--- src/rtl/fir_complex_interp_if.sv ---
// I/Q sample FIFO pair (read side) and filtered output FIFO pair (write side)
// seen by the complex interpolating FIR.
interface fir_complex_interp_if #(
  parameter int DATA_WIDTH = 32
);
  logic [DATA_WIDTH-1:0] i_in;
  logic                  i_empty;
  logic                  i_rd_en;
  logic [DATA_WIDTH-1:0] q_in;
  logic                  q_empty;
  logic                  q_rd_en;
  logic [DATA_WIDTH-1:0] real_out;
  logic                  real_wr_en;
  logic                  real_full;
  logic [DATA_WIDTH-1:0] imag_out;
  logic                  imag_wr_en;
  logic                  imag_full;

  modport master (
    output i_in, i_empty, q_in, q_empty, real_full, imag_full,
    input  i_rd_en, q_rd_en, real_out, real_wr_en, imag_out, imag_wr_en
  );

  modport slave (
    input  i_in, i_empty, q_in, q_empty, real_full, imag_full,
    output i_rd_en, q_rd_en, real_out, real_wr_en, imag_out, imag_wr_en
  );
endinterface

--- src/rtl/fir_complex_interp.sv ---
// Complex polyphase interpolating FIR: each I/Q input pair yields INTERP filtered
// I/Q output pairs, one complex MAC per cycle over TAP_NUMBER/INTERP taps per phase.
module fir_complex_interp #(
  parameter int INTERP     = 4,
  parameter int DATA_WIDTH = 32,
  parameter int TAP_NUMBER = 20,
  parameter int FRAC_BITS  = 10,
  parameter logic [TAP_NUMBER-1:0][DATA_WIDTH-1:0] REAL_COEFF =
    {{((TAP_NUMBER - 1) * DATA_WIDTH){1'b0}}, DATA_WIDTH'(32'h0000_0400)},
  parameter logic [TAP_NUMBER-1:0][DATA_WIDTH-1:0] IMAG_COEFF = '0
) (
  input logic                 clk_i,
  input logic                 rst_ni,
  fir_complex_interp_if.slave io
);

  localparam int TPP = TAP_NUMBER / INTERP;
  localparam int PW  = (INTERP > 1) ? $clog2(INTERP) : 1;
  localparam int TW  = (TPP > 1) ? $clog2(TPP) : 1;
  localparam int KW  = (TAP_NUMBER > 1) ? $clog2(TAP_NUMBER) : 1;

  typedef enum logic [1:0] {
    ST_READ  = 2'd0,
    ST_RUN   = 2'd1,
    ST_WRITE = 2'd2
  } state_e;

  // Q-format product: full-width signed multiply, arithmetic shift (floor), truncate.
  function automatic logic [DATA_WIDTH-1:0] mul_q(input logic [DATA_WIDTH-1:0] a,
                                                  input logic [DATA_WIDTH-1:0] b);
    logic signed [2*DATA_WIDTH-1:0] p;
    p = $signed({{DATA_WIDTH{a[DATA_WIDTH-1]}}, a}) *
        $signed({{DATA_WIDTH{b[DATA_WIDTH-1]}}, b});
    return DATA_WIDTH'(p >>> FRAC_BITS);
  endfunction

  state_e                         state_q;
  logic [PW-1:0]                  phase_q;
  logic [TW-1:0]                  tap_q;
  logic [DATA_WIDTH-1:0]          acc_r_q, acc_i_q;
  logic [DATA_WIDTH-1:0]          acc_r_d, acc_i_d;
  logic [TPP-1:0][DATA_WIDTH-1:0] xr_q, xi_q;
  logic                           rd_en_q, wr_en_q;
  logic [DATA_WIDTH-1:0]          real_out_q, imag_out_q;

  logic                           in_empty_s, out_full_s;
  logic [KW-1:0]                  k_s;
  logic [DATA_WIDTH-1:0]          hr_s, hi_s, xr_s, xi_s;

  assign in_empty_s = io.i_empty | io.q_empty;
  assign out_full_s = io.real_full | io.imag_full;

  // Complex MAC for the current phase/tap: coefficient k = phase + INTERP*tap.
  always_comb begin
    k_s     = KW'(phase_q) + KW'(INTERP) * KW'(tap_q);
    hr_s    = REAL_COEFF[k_s];
    hi_s    = IMAG_COEFF[k_s];
    xr_s    = xr_q[tap_q];
    xi_s    = xi_q[tap_q];
    acc_r_d = acc_r_q + mul_q(hr_s, xr_s) - mul_q(hi_s, xi_s);
    acc_i_d = acc_i_q + mul_q(hr_s, xi_s) + mul_q(hi_s, xr_s);
  end

  // Control FSM with history, accumulators and registered FIFO strobes/data.
  always_ff @(posedge clk_i or negedge rst_ni) begin
    if (!rst_ni) begin
      state_q    <= ST_READ;
      phase_q    <= '0;
      tap_q      <= '0;
      acc_r_q    <= '0;
      acc_i_q    <= '0;
      xr_q       <= '0;
      xi_q       <= '0;
      rd_en_q    <= 1'b0;
      wr_en_q    <= 1'b0;
      real_out_q <= '0;
      imag_out_q <= '0;
    end else begin
      rd_en_q    <= 1'b0;
      wr_en_q    <= 1'b0;
      real_out_q <= '0;
      imag_out_q <= '0;
      case (state_q)
        ST_READ: begin
          if (!in_empty_s) begin
            rd_en_q <= 1'b1;
            for (int n = TPP - 1; n > 0; n--) begin
              xr_q[n] <= xr_q[n-1];
              xi_q[n] <= xi_q[n-1];
            end
            xr_q[0] <= io.i_in;
            xi_q[0] <= io.q_in;
            phase_q <= '0;
            tap_q   <= '0;
            acc_r_q <= '0;
            acc_i_q <= '0;
            state_q <= ST_RUN;
          end
        end
        ST_RUN: begin
          acc_r_q <= acc_r_d;
          acc_i_q <= acc_i_d;
          if (tap_q == TW'(TPP - 1)) begin
            state_q <= ST_WRITE;
          end else begin
            tap_q <= tap_q + TW'(1);
          end
        end
        ST_WRITE: begin
          // A full output FIFO freezes the phase and accumulator until it drains.
          if (!out_full_s) begin
            wr_en_q    <= 1'b1;
            real_out_q <= acc_r_q;
            imag_out_q <= acc_i_q;
            if (phase_q == PW'(INTERP - 1)) begin
              state_q <= ST_READ;
            end else begin
              phase_q <= phase_q + PW'(1);
              tap_q   <= '0;
              acc_r_q <= '0;
              acc_i_q <= '0;
              state_q <= ST_RUN;
            end
          end
        end
        default: state_q <= ST_READ;
      endcase
    end
  end

  assign io.i_rd_en    = rd_en_q;
  assign io.q_rd_en    = rd_en_q;
  assign io.real_wr_en = wr_en_q;
  assign io.imag_wr_en = wr_en_q;
  assign io.real_out   = real_out_q;
  assign io.imag_out   = imag_out_q;

endmodule
--- src/flat_wrapper.sv ---
// flat-port wrapper written by rule: the top's interface ports become plain ports
module fir_complex_interp_flat 
#(
  parameter int INTERP     = 4,
  parameter int DATA_WIDTH = 32,
  parameter int TAP_NUMBER = 20,
  parameter int FRAC_BITS  = 10,
  parameter logic [TAP_NUMBER-1:0][DATA_WIDTH-1:0] REAL_COEFF =
    {{((TAP_NUMBER - 1) * DATA_WIDTH){1'b0}}, DATA_WIDTH'(32'h0000_0400)},
  parameter logic [TAP_NUMBER-1:0][DATA_WIDTH-1:0] IMAG_COEFF = '0
)
  (clk_i, rst_ni, io_i_in, io_i_empty, io_q_in, io_q_empty, io_real_full, io_imag_full, io_i_rd_en, io_q_rd_en, io_real_out, io_real_wr_en, io_imag_out, io_imag_wr_en);
  fir_complex_interp_if #(.DATA_WIDTH(DATA_WIDTH)) io_i ();
  input logic clk_i;
  input logic rst_ni;
  input wire logic [$bits(io_i.i_in)-1:0] io_i_in;
  input wire logic [$bits(io_i.i_empty)-1:0] io_i_empty;
  input wire logic [$bits(io_i.q_in)-1:0] io_q_in;
  input wire logic [$bits(io_i.q_empty)-1:0] io_q_empty;
  input wire logic [$bits(io_i.real_full)-1:0] io_real_full;
  input wire logic [$bits(io_i.imag_full)-1:0] io_imag_full;
  output wire logic [$bits(io_i.i_rd_en)-1:0] io_i_rd_en;
  output wire logic [$bits(io_i.q_rd_en)-1:0] io_q_rd_en;
  output wire logic [$bits(io_i.real_out)-1:0] io_real_out;
  output wire logic [$bits(io_i.real_wr_en)-1:0] io_real_wr_en;
  output wire logic [$bits(io_i.imag_out)-1:0] io_imag_out;
  output wire logic [$bits(io_i.imag_wr_en)-1:0] io_imag_wr_en;
  assign io_i.i_in = io_i_in;
  assign io_i.i_empty = io_i_empty;
  assign io_i.q_in = io_q_in;
  assign io_i.q_empty = io_q_empty;
  assign io_i.real_full = io_real_full;
  assign io_i.imag_full = io_imag_full;
  assign io_i_rd_en = io_i.i_rd_en;
  assign io_q_rd_en = io_i.q_rd_en;
  assign io_real_out = io_i.real_out;
  assign io_real_wr_en = io_i.real_wr_en;
  assign io_imag_out = io_i.imag_out;
  assign io_imag_wr_en = io_i.imag_wr_en;
  fir_complex_interp #(.INTERP(INTERP), .DATA_WIDTH(DATA_WIDTH), .TAP_NUMBER(TAP_NUMBER), .FRAC_BITS(FRAC_BITS), .REAL_COEFF(REAL_COEFF), .IMAG_COEFF(IMAG_COEFF)) u_core (.clk_i(clk_i), .rst_ni(rst_ni), .io(io_i));
endmodule
--- config.mk ---
export PLATFORM = sky130hd
export DESIGN_NAME = fir_complex_interp_flat
export DESIGN_NICKNAME = d
export VERILOG_FILES = /design/src/rtl/fir_complex_interp_if.sv /design/src/rtl/fir_complex_interp.sv /design/src/flat_wrapper.sv
export SDC_FILE = /design/constraint.sdc
export NUM_CORES = 1
export LEC_CHECK = 0
export ABC_AREA = 1
export CORE_MARGIN = 3
export CORE_UTILIZATION = 30
export DETAILED_ROUTE_END_ITERATION = 6
export PLACE_DENSITY = 0.55
export SYNTH_ARGS = -nofsm -noshare
export SYNTH_HDL_FRONTEND = slang
export SYNTH_SLANG_ARGS = --single-unit
export TNS_END_PERCENT = 10
--- constraint.sdc ---
create_clock -name clk_i -period 7.1 [get_ports clk_i]
set_clock_uncertainty 0.2 [all_clocks]
set_input_delay 1.42 -clock clk_i [delete_from_list [all_inputs] [get_ports clk_i]]
set_output_delay 1.42 -clock clk_i [all_outputs]
set_load 0.005 [all_outputs]
* Word-level counts from Yosys, hierarchy flattened
Memory sizes are Yosys's and may differ from the RTL's.
Index checks and enable logic that the tools add are counted.
** Storage, ports and cells
- Flip-flop bits (word level) :: 457
- Memory bits (read-only) :: 2048
- Output and inout port bits :: 68
- Memories :: 2
** Memories
- (name not given) :: words 32, width 32, read ports 1, clocked after Yosys merged registers in 0, wr ports 0, line fir_complex_interp.sv:56 : hr_s = REAL_COEFF[k_s];
- (name not given) :: words 32, width 32, read ports 1, clocked after Yosys merged registers in 0, wr ports 0, line fir_complex_interp.sv:57 : hi_s = IMAG_COEFF[k_s];
** Cells by class
- Add/sub/neg operators :: 7
- $mul :: 4
- Order comparisons :: 2
- Equality and inequality tests :: 9
- Mux-type cells :: 33
- Bitwise gates (word level) :: 3
- Reductions and logical operators :: 8
** Operators with widths (count)
- $mux 32 :: 11
- $bmux 32 s3 :: 2
- $pmux 32 s3 :: 2
- $mul 32x32->42 :: 4
- $add 32x32->32 :: 3
- $sub 32x32->32 :: 1
- $mux 2 :: 6
- $mux 3 :: 4
- $pmux 3 s3 :: 1
- $ne 2x2->1 const B :: 4
- $reduce_and 4->1 :: 2
- $lt 5x6->1 const B :: 1
- $pmux 2 s3 :: 1
- $add 2x5->5 :: 1
- $mux 1 :: 5
- $reduce_and 5->1 :: 1
- $eq 2x2->1 const B :: 2
- $lt 3x4->1 const B :: 1
- $pmux 2 s2 :: 1
- $add 3x1->3 const B :: 1
- $eq 3x3->1 const B :: 1
- $reduce_and 3->1 :: 1
- $reduce_bool 3->1 :: 1
- $add 2x1->2 const B :: 1
- other kinds (7) :: 8

* Longest topological paths before layout
- Depth after elaboration :: 7
- Gate-level depth with buffers :: 36
- Gate-level depth less buffers :: 33

* Worst setup path after synthesis
No wires, ideal clock.
- Path kind :: flip-flop to flip-flop
- From :: register u_core.tap_q[1]
- To :: register u_core.acc_i_q[31]
- Library setup time :: 0.117 ns
- Arrival :: 5.127 ns
- Required time :: 6.783 ns
- Setup slack :: 1.656 ns
- Cell stages (with the launch flop) :: 32
- Clock period less this slack :: 5.444 ns
- Path through :: dfrtp_1 -> buf_4 -> inv_2 -> nand2_1 -> inv_1 -> nand3_2 -> inv_1 -> buf_2 -> clkbuf_1 -> o21ai_1 -> inv_1 -> ha_1 -> ha_1 -> ha_1 -> ha_1 -> ha_1 -> ha_1 -> ha_1 -> nand2_1 -> o21ai_0 -> xor2_1 -> ha_1 -> ha_1 -> inv_1 -> nor3_1 -> nand2_1 -> nor3_1 -> a21oi_1 -> inv_1 -> nand2_1 -> nand3_1 -> nand2_1
** On the way
- Word-level cells in the longest chain between the ends :: 7
- Elaborated cells between the ends (all ways) :: 14
** Ends and longest elaborated chain
- start, declared :: line fir_complex_interp.sv:39 : logic [TW-1:0] tap_q;
- start signal, assigned :: line fir_complex_interp.sv:106 : tap_q <= tap_q + TW'(1);
- $add 2x5->5 :: line fir_complex_interp.sv:55 : k_s = KW'(phase_q) + KW'(INTERP) * KW'(tap_q);
- $mem_v2 32x32
- $mux 32 (not written as such) :: line fir_complex_interp.sv:56
- $mul 32x32->42 :: line fir_complex_interp.sv:32 : p = $signed({{DATA_WIDTH{a[DATA_WIDTH-1]}}, a}) *
- $add 32x32->32 :: line fir_complex_interp.sv:61 : acc_i_d = acc_i_q + mul_q(hr_s, xi_s) + mul_q(hi_s, xr_s);
- $add 32x32->32 (*) :: line fir_complex_interp.sv:61
- $pmux 32 s3 (*) :: line fir_complex_interp.sv:83 : case (state_q)
- end signal, assigned :: line fir_complex_interp.sv:102 : acc_i_q <= acc_i_d;
- end, declared :: line fir_complex_interp.sv:40 : logic [DATA_WIDTH-1:0] acc_r_q, acc_i_q;
Mark *: on every way between the ends. The rest lies on a longest branch, timed or not. The select of a mux whose other input is x is not followed.
A chain may end at the register's enable or synchronous reset.

* Worst setup path in the final report
- From :: register u_core.tap_q[0]
- To :: register u_core.acc_i_q[31]
The elaborated chain is that of the path after synthesis.

==> results.tsv <==
stage	metric	value	unit
outcome	run status	completed	
cells_and_area	commonest non-fill, non-tap cell in the layout	nand2_1	
cells_and_area	Layout area overhead	17.8	%
logic_synthesis	Avg Inst Size Synth	7.67	sq um
setup_path	Startpoint Class	register	
route	Residual DRC	0	
timing	Fmax achieved	0.162	GHz
timing	final setup fails	0	
route	final WL	51200	um
logic_synthesis	ys async rst share	100	%
floorplanning	Die Footprint	63200	sq um
route	DR pass1 iterations	5	
route	Vias	15300	
logic_synthesis	number of synthesized flops with an enable pin	0	
route	DRT iter0 DRCs	923	
setup_path	crit path max fanout	56	
setup_path	CP Data Required Time	7.35	ns
run	Max Cap Violations	0	
cells_and_area	Inserted Diodes	0	
setup_path	reg2reg setup slack	0.95	ns
cts	PostCTS Resize Cnt	0	
logic_synthesis	Post-Synthesis Cells	2356	
floorplanning	core area	59400	sq um
timing	final worst path period share	86.7	%
setup_path	critical path endpoint category	register	
cts	total setup buffers inserted after CTS	0	
timing	max_slew headroom	25.1	%
cts	CTS Buffer Depth	3	
global_routing	largest net degree at the start of global routing	115	
placement	GP Congestion	0.883	
cts	Clk Latency, worst-skew pair	0.56	ns
placement	input/output buffers	137	
timing	Pins Over Slew Limit	0	
timing	RSZ-0062 raised after global routing	false	
logic_synthesis	Yosys cell types	46	
setup_path	kind of critical path	register to register	
min_path	Hold Path Class	register to register	
route	vias per cell	4.72	
floorplanning	Die Span Y	251	um
cells_and_area	share of cells above drive strength 1	3.40	%
cts	cts hold-fix bufs	0	
cells_and_area	commonest cells after routing, fill and taps aside	539 x nand2_1, 365 x inv_1, 330 x o21ai_0	
route	Final ANT Viol Nets	0	
floorplanning	width of the die	251	um
timing	final setup TNS	0	ns
logic_synthesis	Yosys reg bits	281	
timing	post-route minimum period	6.15	ns
cts	Clock transition at path regs	0.06	ns
logic_synthesis	Seq/Total Area, Yosys	38.9	%
placement	Final HPWL DP	38100	um
cells_and_area	Nets	2734	
global_routing	total gr overflow	0	
logic_synthesis	Syn Std Cell Area	18100	sq um
cts	CTS HTree Levels	2	
global_routing	initial antenna violation count	0	
timing	final hold violations	0	
timing	Slew @ Worst Pin	1.12	ns
logic_synthesis	commonest register cell after synthesis	dfrtp_1	
setup_path	worst path arrival time	6.40	ns
cts	root buf cell	clkbuf_16	
global_routing	Total GRT Usage	16.3	%
logic_synthesis	Net Count, Synth	2645	
cts	CTS sink cnt	281	
cts	CTS tree	done	
cts	cts bufs inserted	35	
floorplanning	Top Ports	138	
floorplanning	initial cell density of the core	30.5	%
floorplanning	row count	89	
logic_synthesis	Yosys warning total	0	
global_routing	first-pass GRT wire length	83100	um
global_routing	vias in the first global route	15100	
route	Routed wire per std cell	15.8	um
==> worst max-delay path, cell delays in order (launching register included) <==
cell     delay, ns
dfrtp_4       0.57
buf_4         0.47
a21oi_1       0.13
o21ai_0       0.11
nand3_1       0.12
nand2_2       0.35
ha_1          0.31
ha_1          0.30
ha_1          0.30
ha_1          0.30
ha_1          0.30
ha_1          0.30
ha_1          0.33
nand2_1       0.05
o21ai_0       0.22
xor2_1        0.17
ha_1          0.25
ha_1          0.32
inv_1         0.07
nor3_1        0.23
nand2_1       0.10
o21ai_0       0.18
a21oi_1       0.08
inv_1         0.08
nand2_1       0.05
nand3_1       0.06
nand2_1       0.05
==> Yosys cell counts (2+ instances only) <==
cell type	n	share of area, %
nand2_1	540	11
inv_1	365	7.6
o21ai_0	330	9.1
dfrtp_1	281	39
ha_1	218	15
nor2_1	160	3.3
a21oi_1	108	3.0
clkbuf_1	68	1.4
nand3_1	63	1.7
xor2_1	27	1.3
o22ai_1	25	0.87
buf_2	24	0.66
xnor2_1	21	1.0
nor3_1	16	0.44
o21ai_1	12	0.33
nand4_1	11	0.38
a31oi_1	9	0.31
o21a_1	7	0.29
o21bai_1	7	0.29
a21boi_0	6	0.25
a21o_1	6	0.25
nand3b_1	6	0.25
inv_2	5	0.10
o211ai_1	5	0.21
a221oi_1	4	0.19
and2_1	3	0.10
buf_1	3	0.062
buf_4	3	0.12
nor4_1	3	0.10
and3_1	2	0.069
o221ai_1	2	0.097
o32ai_1	2	0.097
==> routing by layer <==
metal  wire (um)  vias up  GRT usage (%)
met1       25700     7223           23.7
met4         825        0           3.71
met3        2100       51           2.22
met5           0        -              0
met2       22600      256           25.7
li1            -     7785              -
==> final timing paths <==
check,startpoint,end,cells after the start
max,u_core.tap_q[0]$_DFFE_PN0P_,u_core.acc_i_q[31]$_DFFE_PN0P_,26
min,u_core.xi_q[159]$_DFFE_PN0P_,u_core.xi_q[159]$_DFFE_PN0P_,2
max reg2reg,u_core.tap_q[0]$_DFFE_PN0P_,u_core.acc_i_q[31]$_DFFE_PN0P_,26
min reg2reg,u_core.xi_q[159]$_DFFE_PN0P_,u_core.xi_q[159]$_DFFE_PN0P_,2
max in group asynchronous,rst_ni,u_core.xi_q[36]$_DFFE_PN0P_,2
min in group asynchronous,rst_ni,u_core.io.imag_out[26]$_DFF_PN0_,1
==> sequential cells by signal, summed over array words and instances, names as in the netlist <==
register / flops
u_core.io.i_rd_en: 1
u_core.io.imag_wr_en: 1
u_core.xr_q: 71
u_core.acc_r_q: 32
u_core.acc_i_q: 32
u_core.tap_q: 3
u_core.io.real_out: 32
u_core.xi_q: 73
u_core.state_q: 2
u_core.phase_q: 2
u_core.io.imag_out: 32
==> area by class of cell <==
type                       instances  area, sq um
clock buffer                      53         1020
clock inverter                     8          139
fill                            6208        38100
inverter                         370         1390
multi-input combinational       1606         9250
sequential                       281         7040
tap                              773          967
timing repair buffer             151         1490
==> cell families (layout without fill, tap and decap cells) <==
family / count (synthesis) / in the layout / share of synthesized area, %
simple gates: 811 / 811 / 18.0
flops: 281 / 281 / 38.9
fa+ha+maj: 219 / 219 / 15.2
xor+xnor: 48 / 48 / 2.33
compound gates: 528 / 528 / 15.6
buf+inv: 469 / 582 / 10.0
==> per-stage QoR <==
| step | utilization [%] | hold WS (ns) | setup slack, ns | instances | cell area, sq um |
|---|---|---|---|---|---|
| 3_3_place_gp | 33.9 | 0.259 | 1.07 | 3181 | 20100 |
| 6_report | 35.9 | 0.276 | 0.945 | 3242 | 21300 |
| 3_5_place_dp | 33.9 | 0.260 | 0.991 | 3181 | 20100 |
| 4_1_cts | 35.9 | 0.274 | 0.940 | 3242 | 21300 |
| 5_1_grt | 35.9 | 0.301 | 0.404 | 3242 | 21300 |
| 2_1_floorplan | - | 0.241 | 1.66 | 2356 | 18100 |
Power is left out: the tool's default activity adds up to more than one toggle a clock period on the data nets, which glitch-free logic cannot reach.
